===== config.mk =====
export PLATFORM = sky130hd
export DESIGN_NAME = prism_cnt_shift_unit
export DESIGN_NICKNAME = d
export VERILOG_FILES = /design/src/rtl/prism_cnt_shift_unit.sv
export SDC_FILE = /design/constraint.sdc
export NUM_CORES = 1
export LEC_CHECK = 0
export BUFFER_PORTS_ARGS = -buffer_cell sky130_fd_sc_hd__clkbuf_2
export CAP_MARGIN = 25
export CORE_AREA = 2 2 158 113
export DETAILED_ROUTE_END_ITERATION = 7
export DIE_AREA = 0 0 160 115
export GPL_ROUTABILITY_DRIVEN = 0
export PLACE_DENSITY = 0.78
export SLEW_MARGIN = 30
export SYNTH_ARGS = -nofsm -noshare
export SYNTH_HDL_FRONTEND = slang
export SYNTH_SLANG_ARGS = --single-unit
export TNS_END_PERCENT = 20

===== constraint.sdc =====
create_clock -name clk -period 5.4 [get_ports clk]
set_input_delay 1.08 -clock clk [delete_from_list [all_inputs] [get_ports clk]]
set_output_delay 1.08 -clock clk [all_outputs]
set_load 0.1 [all_outputs]

===== src/rtl/prism_cnt_shift_unit.sv =====
// PRISM counter/shifter datapath: reloadable countdowns, compare up-counter,
// variable-length shifter and a capture FIFO popped over the register bus.
module prism_cnt_shift_unit #(
  parameter int NUM_CNT    = 2,
  parameter int CNT_W      = 24,
  parameter int UP_W       = 5,
  parameter int SHIFT_W    = 8,
  parameter int FIFO_DEPTH = 4
) (
  input  logic               clk,
  input  logic               rst,
  input  logic               enable,
  input  logic [NUM_CNT-1:0] cnt_load,
  input  logic [NUM_CNT-1:0] cnt_dec,
  input  logic               up_inc,
  input  logic               up_clr,
  input  logic               shift,
  input  logic               ser_in,
  input  logic [5:0]         address,
  input  logic [31:0]        data_in,
  input  logic [1:0]         data_write_n,
  input  logic [1:0]         data_read_n,
  output logic [31:0]        data_out,
  output logic               data_ready,
  output logic [NUM_CNT-1:0] cnt_zero,
  output logic [NUM_CNT-1:0] cnt_wrap,
  output logic               cmp_match,
  output logic               shift_done,
  output logic               ser_out,
  output logic               irq
);
  localparam int AW = $clog2(FIFO_DEPTH);
  localparam logic [5:0] SW_M1 = 6'(SHIFT_W - 1);

  logic wr, rd;
  logic wr_ctrl, wr_stat, wr_cmp, wr_sh, rd_fifo;

  assign wr      = (data_write_n == 2'b10);
  assign rd      = (data_read_n != 2'b11);
  assign wr_ctrl = wr && (address == 6'h00);
  assign wr_stat = wr && (address == 6'h04);
  assign wr_cmp  = wr && (address == 6'h18);
  assign wr_sh   = wr && (address == 6'h1C);
  assign rd_fifo = rd && (address == 6'h20);

  logic               dir_q, dir_d;
  logic               fen_q, fen_d;
  logic               fie_q, fie_d;
  logic [3:0]         ar_q, ar_d;
  logic [4:0]         len_q, len_d;
  logic [CNT_W-1:0]   pre_q [NUM_CNT];
  logic [CNT_W-1:0]   pre_d [NUM_CNT];
  logic [CNT_W-1:0]   cnt_q [NUM_CNT];
  logic [CNT_W-1:0]   cnt_d [NUM_CNT];
  logic [NUM_CNT-1:0] wrap_q, wrap_d;
  logic [UP_W-1:0]    up_q, up_d;
  logic [UP_W-1:0]    cmp_q, cmp_d;
  logic [SHIFT_W-1:0] sh_q, sh_d;
  logic [5:0]         bc_q, bc_d;
  logic               done_q, done_d;
  logic               ovf_q, ovf_d;
  logic               evt_q, evt_d;
  logic [AW:0]        wp_q, wp_d;
  logic [AW:0]        rp_q, rp_d;
  logic [SHIFT_W-1:0] mem_q [FIFO_DEPTH];

  logic               unused_ok;
  assign unused_ok = &{1'b0, data_in};

  // Word length is clamped so an oversized len_m1 uses the full register.
  logic [5:0]         eff;
  logic [SHIFT_W:0]   sh_cat;
  logic [SHIFT_W-1:0] lmask, sh_l, sh_r, sh_rs, sh_nx;
  logic               msb, sh_fire, push_req, push, pop;
  logic [AW:0]        level;
  logic               empty, full;

  assign eff    = ({1'b0, len_q} > SW_M1) ? SW_M1 : {1'b0, len_q};
  assign sh_cat = {sh_q, ser_in};
  assign sh_l   = sh_cat[SHIFT_W-1:0];
  assign sh_rs  = sh_q >> 1;

  always_comb begin
    lmask = '0;
    sh_r  = sh_q;
    msb   = 1'b0;
    for (int i = 0; i < SHIFT_W; i++) begin
      lmask[i] = (6'(i) <= eff);
      if (6'(i) == eff) begin
        sh_r[i] = ser_in;
        msb     = sh_q[i];
      end else if (6'(i) < eff) begin
        sh_r[i] = sh_rs[i];
      end
    end
  end

  assign sh_nx    = dir_q ? sh_r : sh_l;
  assign ser_out  = dir_q ? sh_q[0] : msb;
  assign sh_fire  = enable && shift && !wr_sh;
  assign done_d   = sh_fire && (bc_q == eff);
  assign push_req = done_d && fen_q;

  assign level = wp_q - rp_q;
  assign empty = (level == '0);
  assign full  = (level == (AW+1)'(FIFO_DEPTH));
  assign pop   = rd_fifo && !empty;
  assign push  = push_req && (!full || pop);

  always_comb begin
    dir_d  = dir_q;
    fen_d  = fen_q;
    fie_d  = fie_q;
    ar_d   = ar_q;
    len_d  = len_q;
    wrap_d = '0;
    up_d   = up_q;
    cmp_d  = cmp_q;
    sh_d   = sh_q;
    bc_d   = bc_q;
    ovf_d  = ovf_q;
    evt_d  = evt_q;
    wp_d   = wp_q;
    rp_d   = rp_q;

    if (wr_ctrl) begin
      dir_d = data_in[0];
      fen_d = data_in[1];
      fie_d = data_in[2];
      ar_d  = data_in[7:4];
      len_d = data_in[12:8];
    end

    for (int k = 0; k < NUM_CNT; k++) begin
      pre_d[k] = pre_q[k];
      cnt_d[k] = cnt_q[k];
      if (wr && (address == 6'(8 + 4 * k)))
        pre_d[k] = data_in[CNT_W-1:0];
      if (enable && cnt_load[k] && !cnt_dec[k]) begin
        cnt_d[k] = pre_q[k];
      end else if (enable && cnt_dec[k] && !cnt_load[k]
                   && (cnt_q[k] != '0)) begin
        if (ar_q[k] && (cnt_q[k] == CNT_W'(1))) begin
          cnt_d[k]  = pre_q[k];
          wrap_d[k] = 1'b1;
        end else begin
          cnt_d[k] = cnt_q[k] - CNT_W'(1);
        end
      end
    end

    if (wr_cmp)
      cmp_d = data_in[UP_W-1:0];
    if (enable && up_inc && !up_clr)
      up_d = up_q + UP_W'(1);
    else if (enable && up_clr && !up_inc)
      up_d = '0;

    if (wr_sh) begin
      sh_d = data_in[SHIFT_W-1:0];
      bc_d = '0;
    end else if (sh_fire) begin
      sh_d = sh_nx;
      bc_d = done_d ? 6'd0 : bc_q + 6'd1;
    end

    if (push)
      wp_d = wp_q + (AW+1)'(1);
    if (pop)
      rp_d = rp_q + (AW+1)'(1);

    // A same-cycle hardware event beats the host's clear.
    if (wr_stat && data_in[2])
      ovf_d = 1'b0;
    if (push_req && full && !pop)
      ovf_d = 1'b1;
    if (wr_stat && data_in[3])
      evt_d = 1'b0;
    if (enable && up_inc && up_clr)
      evt_d = 1'b1;
  end

  always_ff @(posedge clk or posedge rst) begin
    if (rst) begin
      dir_q  <= 1'b0;
      fen_q  <= 1'b0;
      fie_q  <= 1'b0;
      ar_q   <= '0;
      len_q  <= '0;
      for (int k = 0; k < NUM_CNT; k++) begin
        pre_q[k] <= '0;
        cnt_q[k] <= '0;
      end
      wrap_q <= '0;
      up_q   <= '0;
      cmp_q  <= '0;
      sh_q   <= '0;
      bc_q   <= '0;
      done_q <= 1'b0;
      ovf_q  <= 1'b0;
      evt_q  <= 1'b0;
      wp_q   <= '0;
      rp_q   <= '0;
    end else begin
      dir_q  <= dir_d;
      fen_q  <= fen_d;
      fie_q  <= fie_d;
      ar_q   <= ar_d;
      len_q  <= len_d;
      for (int k = 0; k < NUM_CNT; k++) begin
        pre_q[k] <= pre_d[k];
        cnt_q[k] <= cnt_d[k];
      end
      wrap_q <= wrap_d;
      up_q   <= up_d;
      cmp_q  <= cmp_d;
      sh_q   <= sh_d;
      bc_q   <= bc_d;
      done_q <= done_d;
      ovf_q  <= ovf_d;
      evt_q  <= evt_d;
      wp_q   <= wp_d;
      rp_q   <= rp_d;
    end
  end

  always_ff @(posedge clk) begin
    if (push)
      mem_q[wp_q[AW-1:0]] <= sh_nx & lmask;
  end

  always_comb begin
    for (int k = 0; k < NUM_CNT; k++)
      cnt_zero[k] = (cnt_q[k] == '0);
  end

  assign cnt_wrap   = wrap_q;
  assign shift_done = done_q;
  assign cmp_match  = (up_q == cmp_q);
  assign data_ready = 1'b1;
  assign irq        = ovf_q | evt_q | (fie_q & !empty);

  always_comb begin
    data_out = '0;
    unique case (address)
      6'h00: data_out = {19'b0, len_q, ar_q, 1'b0, fie_q, fen_q, dir_q};
      6'h04: begin
        data_out[0]        = empty;
        data_out[1]        = full;
        data_out[2]        = ovf_q;
        data_out[3]        = evt_q;
        data_out[8 +: AW+1] = level;
      end
      6'h18: begin
        data_out[16 +: UP_W] = cmp_q;
        data_out[UP_W-1:0]   = up_q;
      end
      6'h1C: data_out[SHIFT_W-1:0] = sh_q;
      6'h20: if (!empty) data_out[SHIFT_W-1:0] = mem_q[rp_q[AW-1:0]];
      default: ;
    endcase
    for (int k = 0; k < NUM_CNT; k++)
      if (address == 6'(8 + 4 * k))
        data_out[CNT_W-1:0] = cnt_q[k];
  end

endmodule


======== Word-level counts from Yosys, hierarchy flattened ========
Memories as Yosys holds them, arrays and structs flattened.
Cells that the tools add are included.
cells by class
  add/subtract/negate cells ............... 7
  magnitude comparators ................... 17
  equal/unequal tests ..................... 20
  mux-type cells .......................... 61
  bitwise gates (word level) .............. 4
  reduce and logical (&&, ||, !) cells .... 58
operators with widths
  operator                                                                         number
  24-bit 2-to-1 mux                                                                8
  24-bit by 1-bit == test with 1-bit output, second input constant                 2
  24-bit logical NOT                                                               2
  24-bit nonzero test                                                              2
  24-bit by 1-bit subtractor with 24-bit output, second input constant             2
  1-bit 2-to-1 mux                                                                 37
  1-bit logical AND                                                                34
  8-bit 2-to-1 mux                                                                 4
  3-bit by 5-bit == test with 1-bit output, first input constant                   4
  3-bit by 5-bit less-or-equal comparator with 1-bit output, first input constant  4
  3-bit by 5-bit less-than comparator with 1-bit output, first input constant      4
  5-bit 2-to-1 mux                                                                 4
  4-bit one-hot mux with 5 select lines                                            1
  6-bit 2-to-1 mux                                                                 3
  6-bit by 4-bit == test with 1-bit output, second input constant                  2
  6-bit by 5-bit == test with 1-bit output, second input constant                  2
  6-bit logical NOT                                                                2
  2-bit nonzero test                                                               6
  2-bit by 5-bit == test with 1-bit output, first input constant                   2
  1-bit by 5-bit less-or-equal comparator with 1-bit output, first input constant  2
  2-bit by 5-bit less-or-equal comparator with 1-bit output, first input constant  2
  1-bit logical NOT                                                                10
  1-bit by 5-bit less-than comparator with 1-bit output, first input constant      2
  2-bit by 5-bit less-than comparator with 1-bit output, first input constant      2
  other kinds (22)                                                                 24
word-level totals
  register bits after elaboration ......... 143
  bits in writable memories ............... 32
  bits of input ports ..................... 53
  output and inout port bits .............. 41
  memories ................................ 1
memories
  memory  depth  bits a word  rd ports  clocked after memory_dff  write ports  RTL line  source
  mem_q   4      8            1         0                         1            65        logic [SHIFT_W-1:0] mem_q [FIFO_DEPTH];

======== Logic depth before layout (Yosys ltp) ========
  depth in word-level cells ............... 12
  depth in mapped cells ................... 9
  mapped depth without buffers ............ 9

======== Worst setup path before layout ========
Ideal clock, no wire load.
  path kind ............................... input to output
  start ................................... in address[1]
  end ..................................... out data_out[1]
  arrival ................................. 4655 ps
  required time ........................... 4320 ps
  path slack .............................. -335 ps
  stages .................................. 5
  path through ............................ or4b_2 -> nor2_1 -> clkbuf_1 -> a221oi_1 -> a222oi_1
on the way
  longest elaborated chain between the ends .. 4
  elaborated cells between the ends (all ways) .. 10
  classes of those cells .................. eq/ne (6); mux (3); reduce/logical (1)
ends and longest elaborated chain
  what                                         RTL line  source
  start, declared                              19        input logic [5:0] address,
  6-bit == test, or another cell as far along  245       unique case (address)
  4-bit one-hot mux with 5 select lines        245
  24-bit 2-to-1 mux                            263       if (address == 6'(8 + 4 * k))
  24-bit 2-to-1 mux *                          263
  end, declared                                23        output logic [31:0] data_out,
Mark *: on every way between the ends. The rest lies on a longest branch, timed or not.

======== Worst setup path after layout ========
  start ................................... reg wp_q[0]
  end ..................................... out data_out[3]
on the way
  longest elaborated chain between the ends .. 6
ends and longest elaborated chain
  what                                   RTL line  source
  start, declared                        63        logic [AW:0] wp_q, wp_d;
  start signal, assigned                 222       wp_q <= wp_d;
  3-bit subtractor                       104       assign level = wp_q - rp_q;
  3-bit logical NOT                      105       assign empty = (level == '0);
  8-bit 2-to-1 mux                       259       6'h20: if (!empty) data_out[SHIFT_W-1:0] = mem_q[rp_q[AW-1:0]];
  4-bit one-hot mux with 5 select lines  245
  24-bit 2-to-1 mux (2 in series)        263
No other way between the ends.

==> reports/results.txt <==
CP Class: flop to output port
Total wire length: 28.45 mm
Yosys reg bits: 175
Max VDD drop: 250.4 µV
Final Hold Vio Count: 0
Routed length on met2: 11.93 mm
WL/cell: 22.78 µm
CTS clock-pin slew for the worst setup and hold paths: 0.07 ns
Clk pwr share: 0.275
Max-slew headroom: 0.3560
Post-place setup slack: 0.8095 ns
Mapped cell area: 9987 µm²
Non-Filler Instances: 1,249
Warnings from Yosys: 0
Ports: 94
NumNets Final: 1,071
Sequential fraction of the synthesis area: 0.4545
Fraction of registers with async set/reset: 0.8171
Area growth, synth to finish: 10.74%
H-Tree Depth: 4
Worst setup EP type: output port
RSZ-0062 raised after global routing: no
Pins over their slew limit: 0
Gr usage total: 0.3152
Layout Utilization: 0.6538
PostCTS Resize Cnt: 0
Die area: 18,400 µm²
Startpoint Class: flop
Critical path peak fanout: 8
Power Density: 407.4 nW/µm²
Commonest register cell after synthesis: dfrtp_1
Status: completed
Storage element area: 4539 µm²
WP data required: 4.32 ns
Share of power burned in registers: 0.432
DR DRC count: 0
Port bufs: 76
Global-route wire length before repair: 44.46 mm
Post-route ant nets: 0
Leakage: 0.004892 µW
Fin crit period: 4.892 ns
Largest net degree at the start of global routing: 110
Placed inst area: 10,480 µm²
CTS sink cnt: 175
Synth Area in Compound Gates: 0.1599
CTS tree: yes
Gr ovfl total: 0
Met3 Wirelength: 3.678 mm
Via/cell ratio: 6.796
Postcts setup bufs: 0
Vias in the first global route: 7,781
Post-synthesis adder-cell area fraction: 0.01704
Xor-xnor portion of the synthesized cell area: 0.01366
Hold-fix buffers, CTS: 0
Switching share of total power: 0.3939
Post-synthesis mux area share: 0.1404
Cell area after layout: 11,060 µm²
Number of iterations in the first detailed-routing pass: 6
Initial antenna violation count: 1
Fin Setup TNS: 0 ns
Final Cycle Share: 0.9060
Placed Instances: 1,217
Root buf cell: clkbuf_16
Setup violations, final: 0
Unique masters post-synth: 77
Main combinational cell family by area after synthesis: simple AND/OR/NAND/NOR gates
Syn avg cell area: 10.40 µm²
Internal: 2731 µW
Post-synth EDFFs: 32
Multi-input gate area: 5019 µm²
Fmax: 204.4 MHz
DR iter-0 viols: 1,336
Die Wd: 160 µm
Die H: 115 µm
Highest routed layer: met4
Worst Skew: 0.007519 ns
Initial core utilization: 0.5904
Switch Pwr: 1775 µW
Cells after Synth: 960
Comb pwr share: 0.293
Synth Area in Simple Gates: 0.1647
Total CTS buffers: 17
Ant diodes: 0
Final HPWL DP: 20.22 mm
Via count: 8,488
Max_cap viols: 0
Core Box Area: 16,920 µm²
Fin worst setup slack: 0.5077 ns
Transition time of the tightest slew-check pin: 0.9571 ns
Worst min path class: flop to flop
WP data arrival: 3.81 ns
CTS Buffer Depth: 2
Metal-1 WL: 12.29 mm
# fillers: 1,347
Clk_lat worst skew: 0.44 ns
Ratio of cells with drive above 1 in the final layout: 0.2279
# rows: 40
## routing by layer
layer	GRT usage	up-vias
met5	0	-
met4	0.08769	0
met3	0.07576	57
met2	0.4453	592
met1	0.4856	4112
li1	-	3727
## cell usage after synthesis (all sizes together) (6+ instances only)
| cell | count | area [µm²] |
|---|---|---|
| and2 | 9 | 56.31 |
| clkbuf | 43 | 161.4 |
| or3 | 12 | 80.08 |
| a22oi | 10 | 75.07 |
| inv | 32 | 120.1 |
| o22ai | 20 | 125.1 |
| a222oi | 11 | 110.1 |
| a22o | 10 | 87.58 |
| a21oi | 25 | 128.9 |
| ha | 12 | 150.1 |
| nor3 | 38 | 190.2 |
| mux4 | 10 | 225.2 |
| xnor2 | 6 | 52.55 |
| or2 | 6 | 37.54 |
| o2bb2ai | 29 | 254.0 |
| nor4 | 31 | 215.2 |
| mux2i | 40 | 400.4 |
| nand2b | 13 | 81.33 |
| o21ai | 52 | 264.0 |
| nand3 | 22 | 110.1 |
| a31oi | 13 | 81.33 |
| nand2 | 61 | 229.0 |
| edfxtp | 32 | 960.9 |
| mux2 | 69 | 777.0 |
| a211o | 6 | 52.55 |
| nor2 | 67 | 254.0 |
| nand3b | 6 | 45.04 |
| or4 | 16 | 131.4 |
| a221oi | 6 | 52.55 |
| buf | 30 | 207.7 |
| xor2 | 7 | 61.31 |
| dfrtp | 143 | 3578 |
## cell type report
cell class                      count  area share
Inverter                           32     0.01154
Multi-Input combinational cell    687      0.4538
Timing Repair Buffer               92     0.04571
Tap cell                          231     0.02613
Sequential cell                   175      0.4105
Clock inverter                     15     0.01392
Clock buffer                       17     0.03847
## placed cells by master (no fill, tap or decap), types with 7 or more instances in the layout
master	n
nor3_1	38
and2_1	8
nor2_1	64
a22o_1	10
edfxtp_1	32
clkbuf_2	74
mux2_2	69
inv_1	31
mux2i_1	40
conb_1	9
clkbuf_16	17
a21oi_1	23
dfrtp_1	143
nor4_1	28
buf_4	18
ha_1	12
a22oi_1	10
or3_1	11
nand3_1	22
or4_1	13
o21ai_0	50
a31oi_1	12
o22ai_1	20
nand2b_1	13
a222oi_1	11
xor2_1	7
mux4_2	10
o2bb2ai_1	29
nand2_1	60
## power groups by stage
stage                     logic [µW]  clock network [µW]  registers (µW)
after global routing            1420                1300            1970
after CTS                       1300                1240            1920
after detailed placement        1290                   0            1940
final                           1320                1240            1950
after global placement          1250                   0            1930
after floorplan                 1100                   0            1780
## sequential cells by signal (all words and copies together) (netlist names)
register    cells
ar_q            4
bc_q            6
cmp_q           5
cnt_q          48
cnt_wrap        2
dir_q           1
evt_q           1
fen_q           1
fie_q           1
len_q           5
mem_q          32
ovf_q           1
pre_q          48
rp_q            3
sh_q            8
shift_done      1
up_q            5
wp_q            3
## path summary, 6_finish.rpt
kind                       startpoint     endpoint  slack [ns]  depth (start not counted)
min reg2reg                   wp_q[2]      wp_q[2]        0.49                          1
min                           wp_q[2]      wp_q[2]        0.49                          1
max                           wp_q[0]  data_out[3]        0.51                          9
min in group asynchronous         rst      up_q[0]        0.78                          2
max reg2reg                   wp_q[0]  mem_q[0][5]        2.14                          9
max in group asynchronous         rst    cnt_q[12]        3.64                          3
## per-stage QoR
stage / hold slack [ns] / power [µW]
after floorplan: 0.4524 / 2875
after global placement: 0.4691 / 3184
after detailed placement: 0.4720 / 3230
after CTS: 0.4851 / 4459
after global routing: 0.5109 / 4691
final: 0.4874 / 4506
## critical path, stage by stage (launching register included)
cell and delay, ns:
dfrtp_1 0.41, inv_1 0.16, ha_1 0.17, inv_1 0.05, fa_1 0.35, xnor3_1 0.46, o211ai_1 0.76, o21ai_0 0.28
a221o_1 0.34, clkbuf_2 0.38
## cells by family (layout without fill, tap and decap cells)
family                     after synthesis  count (layout)
buffers and inverters                  105             156
muxes                                  119             119
AOI/OAI and AO/OA                      225             225
xor gates and xnor gates                14              14
and+or+nand+nor                        307             307
other                                    2               9
DFF                                    175             175
adders and majority gates               13              13
Note: power is estimated with default switching activity, not from simulation.
